**config.mk**
```make
export PLATFORM = sky130hd
export DESIGN_NAME = serial_parallel_aligner
export DESIGN_NICKNAME = d
export VERILOG_FILES = /design/src/rtl/sp_pkg.sv /design/src/rtl/sp_shift_cmp.sv /design/src/rtl/serial_parallel_aligner.sv
export SDC_FILE = /design/constraint.sdc
export NUM_CORES = 1
export LEC_CHECK = 0
export BUFFER_PORTS_ARGS = -buffer_cell sky130_fd_sc_hd__buf_4
export CORE_UTILIZATION = 55
export CTS_CLUSTER_DIAMETER = 80
export DETAILED_ROUTE_END_ITERATION = 8
export HOLD_SLACK_MARGIN = 0.05
export PLACE_DENSITY = 0.77
export REMOVE_ABC_BUFFERS = 1
export SYNTH_ARGS = -nofsm -noshare
export SYNTH_HDL_FRONTEND = slang
export SYNTH_SLANG_ARGS = --single-unit
```
**constraint.sdc**
```tcl
create_clock -name CLK -period 2.4 [get_ports CLK]
set_clock_uncertainty 0.1 [all_clocks]
set_input_delay 0.24 -clock CLK [delete_from_list [all_inputs] [get_ports CLK]]
set_output_delay 0.24 -clock CLK [all_outputs]
set_load 0.02 [all_outputs]
```
**src/rtl/sp_pkg.sv**
```systemverilog
// Shared definitions for serial_parallel_aligner: aligner state encoding and the default comma symbol.
package sp_pkg;

    typedef enum logic [1:0] {
        HUNT     = 2'd0,
        ALIGN    = 2'd1,
        LOCKED   = 2'd2,
        ST_SPARE = 2'd3
    } sp_state_e;

    localparam logic [7:0] K28_5 = 8'hBC;

endpackage

```
**src/rtl/sp_shift_cmp.sv**
```systemverilog
// Serial shift register presenting the candidate word that includes the current DATA_IN bit,
// plus its comparison against the comma symbol.
module sp_shift_cmp #(
    parameter int               WIDTH = 8,
    parameter logic [WIDTH-1:0] COMMA = '0
) (
    input  logic             CLK,
    input  logic             RESET,
    input  logic             DATA_IN,
    output logic [WIDTH-1:0] nw,
    output logic             match
);

    // Only the upper WIDTH-1 bits of the shift register feed the next candidate word.
    logic [WIDTH-2:0] sr_hi;

    assign nw    = {DATA_IN, sr_hi};
    assign match = (nw == COMMA);

    always_ff @(posedge CLK) begin
        if (RESET) begin
            sr_hi <= '0;
        end else begin
            sr_hi <= nw[WIDTH-1:1];
        end
    end

endmodule

```
**src/rtl/serial_parallel_aligner.sv**
```systemverilog
// Serial-to-parallel converter with comma-based word alignment.
// Optional macro SP_LOS_EN: drop lock after more than MAX_GAP consecutive non-comma words.
module serial_parallel_aligner
    import sp_pkg::*;
#(
    parameter int               WIDTH       = 8,
    parameter logic [WIDTH-1:0] COMMA       = WIDTH'(K28_5),
    parameter int               LOCK_COMMAS = 2,
    parameter int               MAX_GAP     = 64
) (
    input  logic             CLK,
    input  logic             RESET,
    input  logic             DATA_IN,
    output logic [WIDTH-1:0] DATA_OUT,
    output logic             VALID_OUT,
    output logic             IS_COMMA,
    output logic             SYNC
);

    localparam int BW = (WIDTH > 1) ? $clog2(WIDTH) : 1;
    localparam int CW = (LOCK_COMMAS > 1) ? $clog2(LOCK_COMMAS + 1) : 1;
    localparam logic [BW-1:0] LAST_BIT = BW'(WIDTH - 1);

    sp_state_e        state, state_n;
    logic [BW-1:0]    bit_cnt, bit_cnt_n;
    logic [CW-1:0]    comma_cnt, comma_cnt_n;
    logic [WIDTH-1:0] nw;
    logic             match;
    logic             boundary;
    logic             emit;

    sp_shift_cmp #(
        .WIDTH (WIDTH),
        .COMMA (COMMA)
    ) u_shift_cmp (
        .CLK     (CLK),
        .RESET   (RESET),
        .DATA_IN (DATA_IN),
        .nw      (nw),
        .match   (match)
    );

`ifdef SP_LOS_EN
    localparam int GW = (MAX_GAP > 0) ? $clog2(MAX_GAP + 1) : 1;
    logic [GW-1:0] gap_cnt, gap_cnt_n;
`endif

    always_comb begin
        state_n     = state;
        bit_cnt_n   = bit_cnt + 1'b1;
        comma_cnt_n = comma_cnt;
        boundary    = 1'b0;
        emit        = 1'b0;
`ifdef SP_LOS_EN
        gap_cnt_n   = gap_cnt;
`endif
        case (state)
            HUNT: begin
                if (match) begin
                    boundary    = 1'b1;
                    comma_cnt_n = CW'(1);
                    state_n     = (LOCK_COMMAS == 1) ? LOCKED : ALIGN;
                end
            end
            ALIGN: begin
                if (bit_cnt == LAST_BIT) begin
                    boundary = 1'b1;
                    if (match) begin
                        comma_cnt_n = comma_cnt + 1'b1;
                        if (comma_cnt >= CW'(LOCK_COMMAS - 1)) begin
                            state_n = LOCKED;
                        end
                    end else begin
                        comma_cnt_n = '0;
                        state_n     = HUNT;
                    end
                end
            end
            LOCKED: begin
                if (bit_cnt == LAST_BIT) begin
                    boundary = 1'b1;
                    emit     = 1'b1;
`ifdef SP_LOS_EN
                    // The word that exceeds the gap is still emitted; lock drops afterwards.
                    if (match) begin
                        gap_cnt_n = '0;
                    end else if (gap_cnt == GW'(MAX_GAP)) begin
                        gap_cnt_n   = '0;
                        comma_cnt_n = '0;
                        state_n     = HUNT;
                    end else begin
                        gap_cnt_n = gap_cnt + 1'b1;
                    end
`endif
                end
            end
            default: begin
                state_n     = HUNT;
                comma_cnt_n = '0;
`ifdef SP_LOS_EN
                gap_cnt_n   = '0;
`endif
            end
        endcase
        if (boundary || state == ST_SPARE) begin
            bit_cnt_n = '0;
        end
    end

    // VALID_OUT is a one-cycle strobe without back-pressure; DATA_OUT and IS_COMMA are meaningful in that cycle.
    always_ff @(posedge CLK) begin
        if (RESET) begin
            state     <= HUNT;
            bit_cnt   <= '0;
            comma_cnt <= '0;
            DATA_OUT  <= '0;
            VALID_OUT <= 1'b0;
            IS_COMMA  <= 1'b0;
`ifdef SP_LOS_EN
            gap_cnt   <= '0;
`endif
        end else begin
            state     <= state_n;
            bit_cnt   <= bit_cnt_n;
            comma_cnt <= comma_cnt_n;
            VALID_OUT <= emit;
            IS_COMMA  <= emit & match;
            if (boundary) begin
                DATA_OUT <= nw;
            end
`ifdef SP_LOS_EN
            gap_cnt   <= gap_cnt_n;
`endif
        end
    end

    assign SYNC = (state == LOCKED);

endmodule
```
==> results of run 1 <==
-- synth_stat cells --
cell	n
dfxtp_1	24
ha_1	8
and2b_1	7
inv_1	7
mux2_4	7
nor2b_1	6
a21oi_1	4
nand2_1	3
nand4_1	3
and2_1	2
and2b_2	2
buf_6	2
nand2b_1	2
nor2_1	2
a21o_1	1
a311oi_1	1
a31oi_1	1
a32oi_1	1
and3_1	1
and4_1	1
clkbuf_1	1
mux2i_1	1
nor3_1	1
nor3b_1	1
nor4_1	1
nor4b_2	1
o211a_1	1
o21ai_0	1
o21ai_2	1
or2_1	1
or3b_2	1
or4b_4	1
-- cell families (layout without fill, tap and decap cells) --
group | after synthesis | in the layout
AO/OA/AOI/OAI | 11 | 11
adder cells (fa/ha/maj) | 8 | 8
buffers and inverters | 10 | 24
flip-flops | 24 | 24
multiplexers | 8 | 8
AND/OR/NAND/NOR | 36 | 36
-- through the flow --
step	std cells	cell area (um^2)	util	power, mW
after floorplan	94	1040	-	0.430
after global placement	132	1170	0.658	0.440
after detailed placement	132	1170	0.658	0.441
after CTS	136	1230	0.688	0.731
after global routing	136	1230	0.688	0.751
final	136	1230	0.688	0.720
-- area by class of cell --
class	instances	share of cell area
Tap cell	25	0.0255
Multi-Input combinational cell	63	0.439
Inverter	7	0.0214
Clock inverter	1	0.0245
Timing Repair Buffer	13	0.0796
Clock buffer	3	0.0184
Sequential cell	24	0.392
-- registers in the layout, summed over array words and instances (netlist names) --
register / cells
IS_COMMA: 1
u_shift_cmp.sr_hi: 7
comma_cnt: 2
DATA_OUT: 8
bit_cnt: 3
VALID_OUT: 1
state: 2
-- critical path, delay by kind of cell (launching register included) --
kind	cells	cell delay, ps
flip-flops	1	420
AND/OR/NAND/NOR	1	420
multiplexers	1	340
adder cells (fa/ha/maj)	1	280
AO/OA/AOI/OAI	1	250
buffers and inverters	1	100
-- layout by cell type (no fill, tap or decap), types with 3 or more instances in the layout --
master / synthesis / routed
buf_4: 0 / 13
a21oi_1: 4 / 4
ha_1: 8 / 8
nand2_1: 3 / 3
inv_1: 7 / 7
nor2b_1: 6 / 6
and2b_1: 7 / 7
nand4_1: 3 / 3
mux2_4: 7 / 7
clkbuf_4: 0 / 3
dfxtp_1: 24 / 24
-- power groups by stage --
stage          logic [mW]  registers, mW  clock network, mW
2_1_floorplan      0.0139          0.417                  0
3_3_place_gp       0.0232          0.417                  0
3_5_place_dp       0.0237          0.417                  0
4_1_cts            0.0240          0.409              0.299
5_1_grt            0.0262          0.410              0.314
6_report           0.0235          0.409              0.288
-- routing by layer --
| metal | part of all wire | global-route usage | wire [um] | vias up |
|---|---|---|---|---|
| li1 | - | - | - | 364 |
| met1 | 0.51 | 0.251 | 833 | 318 |
| met2 | 0.45 | 0.276 | 723 | 11 |
| met3 | 0.030 | 0.0353 | 48 | 2 |
| met4 | 0.0086 | 0.0706 | 14 | 0 |
| met5 | 0 | 0 | 0 | - |
-- how the worst max path moves through the flow --
stage / to / slack [ps] / cells past startpoint / start
6_report: DATA_OUT[2]$_SDFFE_PP0P_ / 390 / 5 / state[1]$_SDFFE_PP0P_
5_1_grt: DATA_OUT[1]$_SDFFE_PP0P_ / 290 / 5 / state[0]$_SDFFE_PP0P_
4_1_cts: DATA_OUT[1]$_SDFFE_PP0P_ / 380 / 5 / state[1]$_SDFFE_PP0P_
3_5_place_dp: DATA_OUT[2]$_SDFFE_PP0P_ / 410 / 5 / state[0]$_SDFFE_PP0P_
3_3_place_gp: DATA_OUT[1]$_SDFFE_PP0P_ / 470 / 5 / state[0]$_SDFFE_PP0P_
2_1_floorplan: DATA_OUT[1]$_SDFFE_PP0P_ / 590 / 5 / state[0]$_SDFFE_PP0P_
==> results.tsv, run 1 <==
metric	value	unit
status	finished, final reports clean	
maxCapViolCount	0	
hold_start	DATA_IN	
final.setup.worst_slack	395	ps
seqPwrFrac	0.568	
peakVddDrop	381	uV
cellInternalPower	0.586	mW
powerDensity	587	nW/um^2
grt_usage	0.181	
cts_buffer_depth	2	
seq_area	480	um^2
finalMaxSlewViolations	0	
diodes	0	
cts_resized	0	
post-cts-setup-buffer-count	0	
drive_above_1_share	0.270	
multi_input_area	538	um^2
dieHeight	46.1	um
dieArea	2130	um^2
crit_required	2510	ps
yosysWarnings	0	
syn_area_per_cell	11.0	um^2
grt_pass1_vias	619	
r2r-end	DATA_OUT[2]$_SDFFE_PP0P_	
period_minus_slack	2010	ps
r2r_start	state[1]$_SDFFE_PP0P_	
reg2reg_slack	390	ps
ys_seq_area_frac	0.449	
viasPerCell	5.11	
synthAdderAreaFrac	0.0935	
path_max_fanout	7	
synth_seq_cells	24	
tightest_slew	453	ps
ant_nets	0	
cts_made_buffers	3	
path_cells	inv_1, ha_1, a32oi_1, or2_1, mux2_4	
htree_levels	1	
hold-path-endpoint	u_shift_cmp.sr_hi[6]$_SDFF_PP0_	
core_region_area	1780	um^2
fillers	143	
portBuffers	13	
holdWs	102	ps
synth_top_family_by_area	simple AND/OR/NAND/NOR gates	
worstPathArrival	2120	ps
crit_type	register to register	
holdCritPathClass	input pin to register	
fmax	0.499	GHz
synth-compound-area-share	0.0701	
wl	1620	um
synth.top_cell.area_share	0.449	
hold_path_depth	2	
cts_hold_buf	0	
final_nets	123	
sw_frac_of_total	0.186	
cp_slowest_cell	dfxtp_1	
ys_top_cells_by_area	dfxtp_1 (45%), mux2_4 (9.8%), ha_1 (9.3%), and2b_1 (4.9%), nor2b_1 (3.5%)	
muxShareOfSynthArea	0.107	
first_pass_iters	2	
postSynthCellCount	97	
report.final.setup_viol	0	
synth_area	1070	um^2
clock-sinks	24	
synth_area_leader_cell	dfxtp_1	
gp_congestion	0.741	
p_switching	0.134	mW
post-route-period-util	0.836	
startpoint_type	register	
dpl.hpwl	1120	um
clockPowerShare	0.400	
grt_max_degree	24	
grt-ovfl-total	0	
grt_pass1_wl	2700	um
pin_count	14	
synth_xor_area_frac	0	
drc	0	
endpoint_kind	register	
synth_cell_type_count	32	
leakagePower	0.581	nW
wl_per_cell	11.9	um
synth-simple-area-share	0.231	
setup_tns	0	ps
clockRootBuffer	clkbuf_4	
die_w	46.1	um
worstSkewPairLatency	310	ps
vias	695	
antenna_found_initial	0	
critPathMaxStageDelay	420	ps
hold_violations	0	
reg2reg_depth	5	
rsz0062_at_grt	no	
initial_utilization	0.601	
std_cell_rows	15	
dr.first_iter.drc_count	5	
place_ws	408	ps
cts_tree	yes	
comb_power_share	0.033	
slew_headroom	0.698	
syn_to_final_growth	14.5	%
clk_pin_slew	130	ps
Power figures use the tool's default switching activity.
==> run 2, diff against run 1 <==
- clock period: 2.4 -> 2.06 ns (I/O delays scaled with it)
==> results.tsv, run 2 (synthesis results as in run 1) <==
metric	value	unit	change
status	finished, final reports clean		unchanged
dieHeight	46.1	um	unchanged
final_nets	124		was 123
fmax	0.517	GHz	was 0.499 GHz
final_common_cell	dfxtp_1		unchanged
core_region_area	1780	um^2	unchanged
largestRegisters	DATA_OUT: 8 flops, u_shift_cmp.sr_hi: 7 flops, bit_cnt: 3 flops		unchanged
endpoint_kind	register		unchanged
initial_utilization	0.601		unchanged
rsz0062_at_grt	no		unchanged
path_max_fanout	7		unchanged
clk_pin_slew	120	ps	was 130 ps
largest_register_ffs	8		unchanged
drc	0		unchanged
post-route-period-util	0.939		was 0.836
vias	702		was 695
grt_max_degree	24		unchanged
drive_above_1_share	0.277		was 0.270
dr.first_iter.drc_count	7		was 5
first_pass_iters	4		was 2
clockRootBuffer	clkbuf_4		unchanged
antenna_found_initial	0		unchanged
finalMaxSlewViolations	0		unchanged
tightest_slew	463	ps	was 453 ps
holdWs	74.2	ps	was 102 ps
cts_hold_buf	0		unchanged
hold_violations	0		unchanged
design_area	1220	um^2	was 1230 um^2
htree_levels	1		unchanged
crit_required	2170	ps	was 2510 ps
cts_tree	yes		unchanged
dieArea	2130	um^2	unchanged
pin_count	14		unchanged
std_cell_rows	15		unchanged
dpl.hpwl	1120	um	about the same
grt_pass1_wl	2700	um	unchanged
die_w	46.1	um	unchanged
multi_input_area	538	um^2	unchanged
startpoint_type	register		unchanged
peakVddDrop	436	uV	was 381 uV
post-cts-setup-buffer-count	0		unchanged
ant_nets	0		unchanged
dp_cells	133		was 132
powerDensity	611	nW/um^2	was 587 nW/um^2
layout_common_cells	dfxtp_1 (24), buf_4 (14), ha_1 (8)		was dfxtp_1 (24), buf_4 (13), ha_1 (8)
diodes	0		unchanged
grt_usage	0.182		was 0.181
syn_to_final_growth	13.7	%	was 14.5%
worstSkewPairLatency	310	ps	about the same
gp_congestion	0.737		was 0.741
seq_area	480	um^2	unchanged
portBuffers	13		unchanged
wl	1600	um	was 1620 um
cts_resized	0		unchanged
cts_made_buffers	3		unchanged
setup_tns	0	ps	unchanged
leakagePower	0.578	nW	was 0.581 nW
fillers	145		was 143
wl_per_cell	11.6	um	was 11.9 um
cts_buffer_depth	2		unchanged
grt_pass1_vias	632		was 619
period_minus_slack	1930	ps	was 2010 ps
worstPathArrival	2040	ps	was 2120 ps
place_area	1180	um^2	was 1170 um^2
crit_type	register to register		unchanged
report.final.setup_viol	0		unchanged
instances_no_fill	137		was 136
maxCapViolCount	0		unchanged
clock-sinks	24		unchanged
slew_headroom	0.691		was 0.698
viasPerCell	5.12		was 5.11
grt-ovfl-total	0		unchanged
holdCritPathClass	input pin to register		unchanged
largest-register	DATA_OUT		unchanged
[run 2: cell types whose count changed in the layout (fill, tap and decap cells not counted)]
cell	before	now
clkbuf_8	0	1
buf_4	13	14
bufinv_16	1	0
[run 2: worst max-delay path, cell delays in order (launching register included)]
cell and delay [ps]:
dfxtp_1 410, inv_1 110, ha_1 300, a32oi_1 260, or2_1 160, buf_4 180
mux2_4 310
[run 2: cell type report]
class	instances	share of cell area
inverter	7	0.0216
sequential	24	0.395
multi-input combinational	63	0.442
clock buffer	4	0.0298
tap	25	0.0257
timing repair buffer	14	0.0863
[run 2: worst paths after layout]
path	end	start	depth (start not counted)	slack [ps]
worst max-delay path	DATA_OUT[7]$_SDFFE_PP0P_	state[0]$_SDFFE_PP0P_	6	130
worst min-delay path	u_shift_cmp.sr_hi[6]$_SDFF_PP0_	DATA_IN	2	70
worst max register to register	DATA_OUT[7]$_SDFFE_PP0P_	state[0]$_SDFFE_PP0P_	6	130
worst min register to register	bit_cnt[0]$_SDFF_PP0_	bit_cnt[0]$_SDFF_PP0_	1	340
[run 2: per-layer routing]
metal	share of wire	vias up	global-route usage
li1	-	363	-
met5	0	-	0
met2	0.43	15	0.262
met1	0.52	320	0.251
met4	0.017	0	0.0882
met3	0.032	4	0.0471
[run 2: report_power, final]
part	leakage (nW)	internal [mW]	switching [mW]	total (mW)
Sequential	0.194	0.472	0.00409	0.476
Combinational	0.363	0.0141	0.0127	0.0268
Clock	0.0210	0.108	0.133	0.241
Total	0.578	0.594	0.150	0.744
[run 2: metrics by stage]
step | utilization | power, mW | worst slack (ps)
final | 0.683 | 0.744 | 126
after global routing | 0.683 | 0.780 | 55.2
after CTS | 0.683 | 0.753 | 150
after detailed placement | 0.662 | 0.513 | 198
after global placement | 0.662 | 0.513 | 269
after floorplan | - | 0.501 | 253
